## src/rtl/time_alarm.sv

```systemverilog
// Memory-mapped compare/alarm timer: one-shot or periodic match against a free-running
// timestamp, with a single-cycle-acknowledge bus and a level interrupt.
module time_alarm #(
  parameter logic [31:0] BASE_ADDR    = 32'h0300_0000,
  parameter logic [31:0] RESET_PERIOD = 32'd1000
) (
  input  logic        clk,
  input  logic        resetn,
  input  logic [31:0] time_in,
  input  logic        mem_valid,
  input  logic [31:0] mem_addr,
  input  logic [31:0] mem_wdata,
  input  logic [3:0]  mem_wstrb,
  output logic        mem_ready,
  output logic [31:0] mem_rdata,
  output logic        irq
);

  typedef enum logic {StIdle, StAck} state_e;

  localparam logic [2:0] RegTime   = 3'd0;
  localparam logic [2:0] RegCmp    = 3'd1;
  localparam logic [2:0] RegPeriod = 3'd2;
  localparam logic [2:0] RegCtrl   = 3'd3;
  localparam logic [2:0] RegStatus = 3'd4;

  state_e      state_q, state_d;
  logic [31:0] cmp_q, cmp_d;
  logic [31:0] period_q, period_d;
  logic        en_q, en_d;
  logic        periodic_q, periodic_d;
  logic        irq_en_q, irq_en_d;
  logic        pending_q, pending_d;
  logic        missed_q, missed_d;
  logic        armed_q, armed_d;
  logic        irq_q;
  logic [31:0] rdata_q, rdata_d;

  logic        hit;
  logic        wr_en;
  logic [2:0]  reg_idx;
  logic [31:0] diff;
  logic        due;
  logic        fire;
  logic        sts_clr_pending;
  logic        sts_clr_missed;

  logic unused_addr;
  assign unused_addr = ^mem_addr[1:0];

  function automatic logic [31:0] apply_strb(input logic [31:0] old_val,
                                             input logic [31:0] new_val,
                                             input logic [3:0]  strb);
    logic [31:0] res;
    res = old_val;
    for (int b = 0; b < 4; b++) begin
      if (strb[b]) res[8*b +: 8] = new_val[8*b +: 8];
    end
    return res;
  endfunction

  // Only one request is taken per IDLE->ACK round trip; requests seen in ACK are ignored.
  assign hit     = mem_valid && (mem_addr[31:5] == BASE_ADDR[31:5]) && (state_q == StIdle);
  assign wr_en   = hit && (mem_wstrb != 4'b0000);
  assign reg_idx = mem_addr[4:2];

  // Wrap-aware "time_in has reached cmp" test.
  assign diff = time_in - cmp_q;
  assign due  = ~diff[31];
  assign fire = en_q && armed_q && due;

  assign sts_clr_pending = wr_en && (reg_idx == RegStatus) && mem_wstrb[0] && mem_wdata[0];
  assign sts_clr_missed  = wr_en && (reg_idx == RegStatus) && mem_wstrb[0] && mem_wdata[1];

  always_comb begin
    state_d = state_q;
    unique case (state_q)
      StIdle:  if (hit) state_d = StAck;
      StAck:   state_d = StIdle;
      default: state_d = StIdle;
    endcase
  end

  always_comb begin
    rdata_d = '0;
    case (reg_idx)
      RegTime:   rdata_d = time_in;
      RegCmp:    rdata_d = cmp_q;
      RegPeriod: rdata_d = period_q;
      RegCtrl:   rdata_d = {29'd0, irq_en_q, periodic_q, en_q};
      RegStatus: rdata_d = {30'd0, missed_q, pending_q};
      default:   rdata_d = '0;
    endcase
  end

  // Order matters: W1C first, then fire (set wins), then bus writes (CMP write wins).
  always_comb begin
    cmp_d      = cmp_q;
    period_d   = period_q;
    en_d       = en_q;
    periodic_d = periodic_q;
    irq_en_d   = irq_en_q;
    armed_d    = armed_q;
    pending_d  = pending_q & ~sts_clr_pending;
    missed_d   = missed_q & ~sts_clr_missed;

    if (fire) begin
      pending_d = 1'b1;
      if (pending_q) missed_d = 1'b1;
      if (periodic_q) begin
        cmp_d = cmp_q + period_q;
      end else begin
        armed_d = 1'b0;
        en_d    = 1'b0;
      end
    end

    if (wr_en) begin
      case (reg_idx)
        RegCmp: begin
          cmp_d   = apply_strb(cmp_q, mem_wdata, mem_wstrb);
          armed_d = 1'b1;
        end
        RegPeriod: period_d = apply_strb(period_q, mem_wdata, mem_wstrb);
        RegCtrl: begin
          if (mem_wstrb[0]) begin
            en_d       = mem_wdata[0];
            periodic_d = mem_wdata[1];
            irq_en_d   = mem_wdata[2];
          end
          if (en_d) armed_d = 1'b1;
        end
        default: ;
      endcase
    end
  end

  always_ff @(posedge clk) begin
    if (!resetn) begin
      state_q    <= StIdle;
      cmp_q      <= '0;
      period_q   <= RESET_PERIOD;
      en_q       <= 1'b0;
      periodic_q <= 1'b0;
      irq_en_q   <= 1'b0;
      pending_q  <= 1'b0;
      missed_q   <= 1'b0;
      armed_q    <= 1'b0;
      irq_q      <= 1'b0;
      rdata_q    <= '0;
    end else begin
      state_q    <= state_d;
      cmp_q      <= cmp_d;
      period_q   <= period_d;
      en_q       <= en_d;
      periodic_q <= periodic_d;
      irq_en_q   <= irq_en_d;
      pending_q  <= pending_d;
      missed_q   <= missed_d;
      armed_q    <= armed_d;
      irq_q      <= pending_q & irq_en_q;
      if (hit) rdata_q <= rdata_d;
    end
  end

  assign mem_ready = (state_q == StAck);
  assign mem_rdata = (state_q == StAck) ? rdata_q : 32'd0;
  assign irq       = irq_q;

endmodule
```

## config.mk

```make
export PLATFORM = sky130hd
export DESIGN_NAME = time_alarm
export DESIGN_NICKNAME = d
export VERILOG_FILES = /design/src/rtl/time_alarm.sv
export SDC_FILE = /design/constraint.sdc
export NUM_CORES = 1
export LEC_CHECK = 0
export CAP_MARGIN = 10
export CORE_MARGIN = 2
export CORE_UTILIZATION = 59
export CTS_BUF_LIST = sky130_fd_sc_hd__clkbuf_8
export DETAILED_ROUTE_END_ITERATION = 16
export PLACE_DENSITY = 0.89
export SETUP_SLACK_MARGIN = 0.05
export SYNTH_ARGS = -nofsm -noshare
export SYNTH_HDL_FRONTEND = slang
export SYNTH_SLANG_ARGS = --single-unit
```

## constraint.sdc

```tcl
create_clock -name clk -period 4.3 [get_ports clk]
set_input_delay 0.43 -clock clk [delete_from_list [all_inputs] [get_ports clk]]
set_output_delay 0.43 -clock clk [all_outputs]
set_load 0.02 [all_outputs]
```

==> results of run 1 <==
final cells by class:
| type | count | area (um2) |
|---|---|---|
| multi-input cells | 770 | 4852 |
| fillers | 957 | 3133 |
| flip-flops and latches | 104 | 2082 |
| repair buffers | 145 | 1419 |
| well taps | 168 | 210.2 |
| inverters | 45 | 168.9 |
| clock buffers | 9 | 123.9 |
| clock inverters | 7 | 72.57 |
cell usage after synthesis (4+ instances only):
cell type,number
a211oi_1,12
a21o_1,12
a21oi_1,147
a221oi_1,6
a31oi_1,6
and2_1,40
and3_1,7
buf_1,4
buf_2,4
buf_4,4
clkbuf_1,34
dfxtp_1,104
ha_1,61
inv_1,45
mux2i_1,32
nand2_1,122
nand3_1,28
nand4_1,9
nor2_1,87
nor2b_1,4
nor3_1,37
nor4_1,8
o211ai_1,6
o21a_1,5
o21ai_0,37
o221ai_1,18
xnor2_1,18
xor2_1,12
worst max-delay path: cells and delay by family:
family / cells / cell delay, ns
fa+ha+maj: 1 / 0.35
compound gates: 4 / 0.85
buf+inv: 1 / 0.45
simple gates: 4 / 1.34
xor+xnor: 1 / 0.24
power by group:
group	total, mW	switching (mW)	internal (mW)	leakage (nW)
Combinational	0.256	0.127	0.129	2.43
Clock	0.637	0.367	0.270	0.0946
Sequential	0.962	0.000000000878	0.962	0.837
metrics by stage:
stage / setup slack, ns / area, um2 / std cells / hold slack, ns / total power [mW]
after global routing: 0.7659 / 8929 / 1248 / 0.5023 / 1.921
after floorplan: 1.768 / 7305 / 966 / 0.4273 / 1.091
after CTS: 0.9922 / 8929 / 1248 / 0.4585 / 1.852
after global placement: 0.6141 / 8732 / 1232 / 0.4368 / 1.231
final: 0.9202 / 8929 / 1248 / 0.4644 / 1.855
after detailed placement: 0.5851 / 8732 / 1232 / 0.4443 / 1.234
worst max path at each step:
| stage | cells after the start | slack [ns] | endpoint |
|---|---|---|---|
| finish | 11 | 0.92 | cmp_q[1] |
| global route | 11 | 0.77 | cmp_q[1] |
| CTS | 11 | 0.99 | cmp_q[1] |
| detailed placement | 11 | 0.59 | cmp_q[1] |
| global placement | 11 | 0.61 | cmp_q[1] |
| floorplan | 10 | 1.77 | cmp_q[1] |
flip-flops by register name, summed over array words and instances (netlist names):
register    count
cmp_q          32
period_q       32
rdata_q        32
armed_q         1
en_q            1
irq             1
irq_en_q        1
mem_ready       1
missed_q        1
pending_q       1
periodic_q      1
kinds of logic (layout without fill, tap and decap cells):
logic type	Yosys count	count (layout)
flops	104	104
simple gates	365	365
mux	34	34
buf+inv	92	206
fa+ha+maj	62	62
compound gates	279	279
xor+xnor	30	30
per-layer routing:
layer  global-route usage (%)  routed length (um)  vias to the layer above
li1                         -                   -                     3678
met3                    3.743                2352                       40
met1                    46.63                9306                     3484
met5                        0                   0                        -
met4                    12.13                 421                        0
met2                    51.92                9652                      416
==> results.ini, run 1 <==
[status]
outcome = finished, final reports clean

[setup_path]
critical-path-max-stage-delay_ns = 0.63
cpMaxStageDelayCell = nor3_4
start_kind = primary input
startpoint = time_in[30]
r2r-end = cmp_q[1]
reg2reg_slack_ns = 0.98
cp.arrival_ns = 3.68
crit_type = primary input to register
cp_max_fo = 14
rr_startpoint = cmp_q[30]
required_ns = 4.60
rr_worst_depth = 11
path_cells = clkdlybuf4s50_1, ha_1, nand4_1, nor4_2, nand3_1, o211ai_1, a41oi_2, xnor2_1, nor3_4, a21oi_1, a221oi_1
critPathCaptureType = register

[final_layout]
layout-drive-gt1-share_pct = 4.167
antenna_cells = 0
final_common_cell = a21oi_1
fin_nets = 1240
post-route-util_pct = 74.02
layout_common_cells = 147 x a21oi_1, 133 x clkdlybuf4s50_1, 122 x nand2_1
syn_to_final_growth_pct = 22.23

[synthesis]
synth_top_family_by_area = simple AND/OR/NAND/NOR gates
yosys_register_bits = 104
synth-adder-area-share_pct = 10.72
synth_simple_gate_area_share_pct = 23.88
syn_avg_cell_area_um2 = 7.562
syn-instance-count = 966
ys.flop_type = dfxtp_1
ys_seq_area_share_pct = 28.50
netlist_area_mm2 = 0.007305
synthesis.nets = 1131
synth_area_leader_cell = dfxtp_1
ys_async_sr_fraction_pct = 0
synth_top_area_share_pct = 28.50
netlist_top_cells_area = dfxtp_1 29%, ha_1 10%, a21oi_1 10%, nand2_1 6.3%, nor2_1 4.5%
yosys_warnings = 0
synth-xor-area-share_pct = 3.597
synth_compound_area_share_pct = 23.19
muxShareOfSynthArea_pct = 5.002
synth_edf_count = 0
synth_cell_type_count = 66

[global_routing]
grt_pass1_vias = 7012
antenna_found_initial = 0
grt-ovfl-total = 0
grt_pass1_wl_mm = 34.80
grt_max_degree = 57
track_usage_pct = 32.95

[sta]
rsz0062_at_grt = false
fin_setup_tns_ns = 0
worst_slew_pin_slew_ns = 0.8306
hold_viol_final = 0
fin_skew_ns = 0.009110
fmax_mhz = 295.9
setup_viol = 0
slew_violations = 0
finalCritPeriodShare_pct = 78.60
relSlewSlack_pct = 44.55
fin_crit_ns = 3.380

[clocking]
cts_hold_buf = 0
cts_root_buf = clkbuf_8
cts_inserted_buffers = 9
clock_latency_ns = 0.38
cts_tree = built
cts.clk_slew.worst_paths_ns = 0.10
postCtsSetupRepairBufs = 0
cts_resized = 0
htreeDepth = 3
cts_buffer_depth = 2
clock_sinks = 104

[worst_hold_path]
min-delay-start = rdata_q[2]
worst_hold_path.endpoint = rdata_q[2]
min_path_type = register to register
min_path_cells = 2

[floorplanning]
die-area_mm2 = 0.01329
die_x_um = 115.3
io_pins = 137
die_h_um = 115.3
coreArea_mm2 = 0.01206
start_util_pct = 60.56
rows = 40

[drt]
dr.first_iter.drc_count = 756
routed_wl_mm = 21.73
drtAntennaViolNets = 0
num_vias = 7618
routedWlPerCell_um = 17.41
firstDrtPassIters = 8
vias_per_cell = 6.104
drc = 0

[power]
power-per-cell-area_mw_per_mm2 = 207.8
ir_drop_mv = 0.1571
p_leak_nw = 3.363

[placed_design]
hpwl_mm = 16.00
gp_congestion = 0.9507
port_buffers = 134

[flow_run]
maxCapViolCount = 0

Power figures use the tool's default switching activity.
==> run 2, diff against run 1 <==
--- a/config.mk
+++ b/config.mk
@@ -7,10 +7,10 @@
 export LEC_CHECK = 0
 export CAP_MARGIN = 10
 export CORE_MARGIN = 2
-export CORE_UTILIZATION = 59
+export CORE_UTILIZATION = 49
 export CTS_BUF_LIST = sky130_fd_sc_hd__clkbuf_8
 export DETAILED_ROUTE_END_ITERATION = 16
-export PLACE_DENSITY = 0.89
+export PLACE_DENSITY = 0.79
 export SETUP_SLACK_MARGIN = 0.05
 export SYNTH_ARGS = -nofsm -noshare
 export SYNTH_HDL_FRONTEND = slang
==> constraint.sdc (replaced) <==
create_clock -name clk -period 2.85 [get_ports clk]
set_input_delay 0.285 -clock clk [delete_from_list [all_inputs] [get_ports clk]]
set_output_delay 0.285 -clock clk [all_outputs]
set_load 0.02 [all_outputs]
==> run 2 against run 1 <==
  * Register-to-register slack worse by 0.89 ns
  * Wire length up 9.6%
  * Sequential power up 51%
  * Largest cell class unchanged
  * Sequential cell count unchanged
  * Largest power group unchanged
  * Highest routed layer unchanged
==> results.ini, run 2 (synthesis results as in run 1) <==
[status]
outcome = finished, final reports clean

[final_layout]
multiInputGateArea_mm2 = 0.005156
layout_common_cells = 140 x a21oi_1, 131 x clkdlybuf4s50_1, 119 x nand2_1
syn_to_final_growth_pct = 34.12
fin_nets = 1303
register_area_mm2 = 0.002102
fill_cells = 1224
antenna_cells = 0
final_common_cell = a21oi_1
largestRegisters = cmp_q x32, period_q x32, rdata_q x32
final_cells = 1326
layout-drive-gt1-share_pct = 14.62

[setup_path]
crit_type = register to register
cpMaxStageDelayCell = dfxtp_2
start_kind = register
required_ns = 3.16
critPathCaptureType = register
crit_buf_inv = 3
cp.arrival_ns = 3.07
critical-path-max-stage-delay_ns = 0.37
path_cells = inv_1, ha_1, a21oi_1, o21ai_0, a21oi_1, o21ai_1, buf_4, a41oi_4, xor2_1, nand3_1, buf_6, or3_4, o221ai_2
cp_common_cell = a21oi_1
crit_family = compound AO/OA/AOI/OAI gates
cp_max_fo = 6

[flow_run]
maxCapViolCount = 0

[floorplanning]
io_pins = 137
die_x_um = 126.1
die_h_um = 126.1
start_util_pct = 50.26
coreArea_mm2 = 0.01453
die-area_mm2 = 0.01590
rows = 44

[placed_design]
port_buffers = 134
hpwl_mm = 17.35
gp_congestion = 0.9430
placedCellCount = 1301

[global_routing]
track_usage_pct = 29.33
grt_pass1_vias = 7426
grt_max_degree = 45
grt_pass1_wl_mm = 37.65
grt-ovfl-total = 0
antenna_found_initial = 0

[sta]
relSlewSlack_pct = 60.15
fmax_mhz = 362.2
setup_viol = 0
finalCritPeriodShare_pct = 96.88
slew_violations = 0
fin_setup_tns_ns = 0
fin_skew_ns = 0.01582
worst_slew_pin_slew_ns = 0.5969
worst_hold_slack_ns = 0.4656
rsz0062_at_grt = true
hold_viol_final = 0
fin_crit_ns = 2.761

[clocking]
cts_tree = built
htreeDepth = 3
clock_sinks = 104
cts_hold_buf = 0
cts_root_buf = clkbuf_8
cts.clk_slew.worst_paths_ns = 0.11
cts_inserted_buffers = 9
clock_latency_ns = 0.40
cts_buffer_depth = 2

[drt]
num_vias = 7926
firstDrtPassIters = 5
drtAntennaViolNets = 0
dr.first_iter.drc_count = 710
vias_per_cell = 5.977
routedWlPerCell_um = 17.97
routed_wl_mm = 23.83
drc = 0

[worst_hold_path]
min_path_type = primary input to register

[power]
p_leak_nw = 3.763
ir_drop_mv = 0.2165
power-per-cell-area_mw_per_mm2 = 293.8

run 2: cell types whose count changed in the layout (fill, tap and decap cells not counted), moves of 5 or more:
cell,change
a21oi_1,-7
a21oi_2,+5
buf_4,+57
dfxtp_1,-16
dfxtp_2,+16
ha_1,-9
ha_4,+8
inv_1,-5
inv_2,+5
o221ai_1,-6
o221ai_2,+5
run 2: worst paths after layout:
check                                   start      endpoint  slack [ns]  cells after the start
worst min-delay path            mem_wdata[10]  period_q[10]        0.47                      3
worst max-delay path                 cmp_q[4]     cmp_q[20]        0.09                     13
worst max register to register       cmp_q[4]     cmp_q[20]        0.09                     13
worst min register to register     rdata_q[0]    rdata_q[0]        0.47                      2
run 2: what timing repair did:
item | CTS | global route
setup endpoints to repair | 31 | 32
buffers inserted | 7 | 3
gates resized for setup | 20 | 56
pin swaps | 9 | 15
run 2: layout make-up:
cell class | instances | share of cell area (%)
repair buffers | 208 | 19.87
multi-input cells | 770 | 52.63
clock buffers | 9 | 1.264
inverters | 45 | 1.724
clock inverters | 6 | 0.7024
flip-flops and latches | 104 | 21.46
well taps | 184 | 2.350
run 2: report_power, final:
| part | internal [mW] | switching [mW] |
|---|---|---|
| combinational | 0.232 | 0.219 |
| sequential | 1.45 | 0.000000000854 |
| clock | 0.409 | 0.568 |
run 2: per-stage QoR:
stage / util [%] / setup WS (ns) / instance area, um2 / power (mW)
CTS: 65.57 / 0.04809 / 9530 / 2.853
global route: 67.41 / -0.04871 / 9797 / 2.985
floorplan: - / 0.3630 / 7305 / 1.646
finish: 67.41 / 0.08883 / 9797 / 2.879
global placement: 63.30 / -0.5171 / 9200 / 1.882
detailed placement: 63.30 / -0.5891 / 9200 / 1.888
run 2: per-layer routing:
layer	share of wire, %	GRT usage [%]
met1	43	39.37
met2	45	45.95
met3	9.5	6.287
met4	2.9	11.89
met5	0	0
run 2: worst reg2reg max path: stages, from the launching register on:
cell,delay (ns)
dfxtp_2,0.37
inv_1,0.06
ha_1,0.32
a21oi_1,0.20
o21ai_0,0.14
a21oi_1,0.22
o21ai_1,0.10
buf_4,0.15
a41oi_4,0.17
xor2_1,0.20
nand3_1,0.14
buf_6,0.17
or3_4,0.33
o221ai_2,0.12
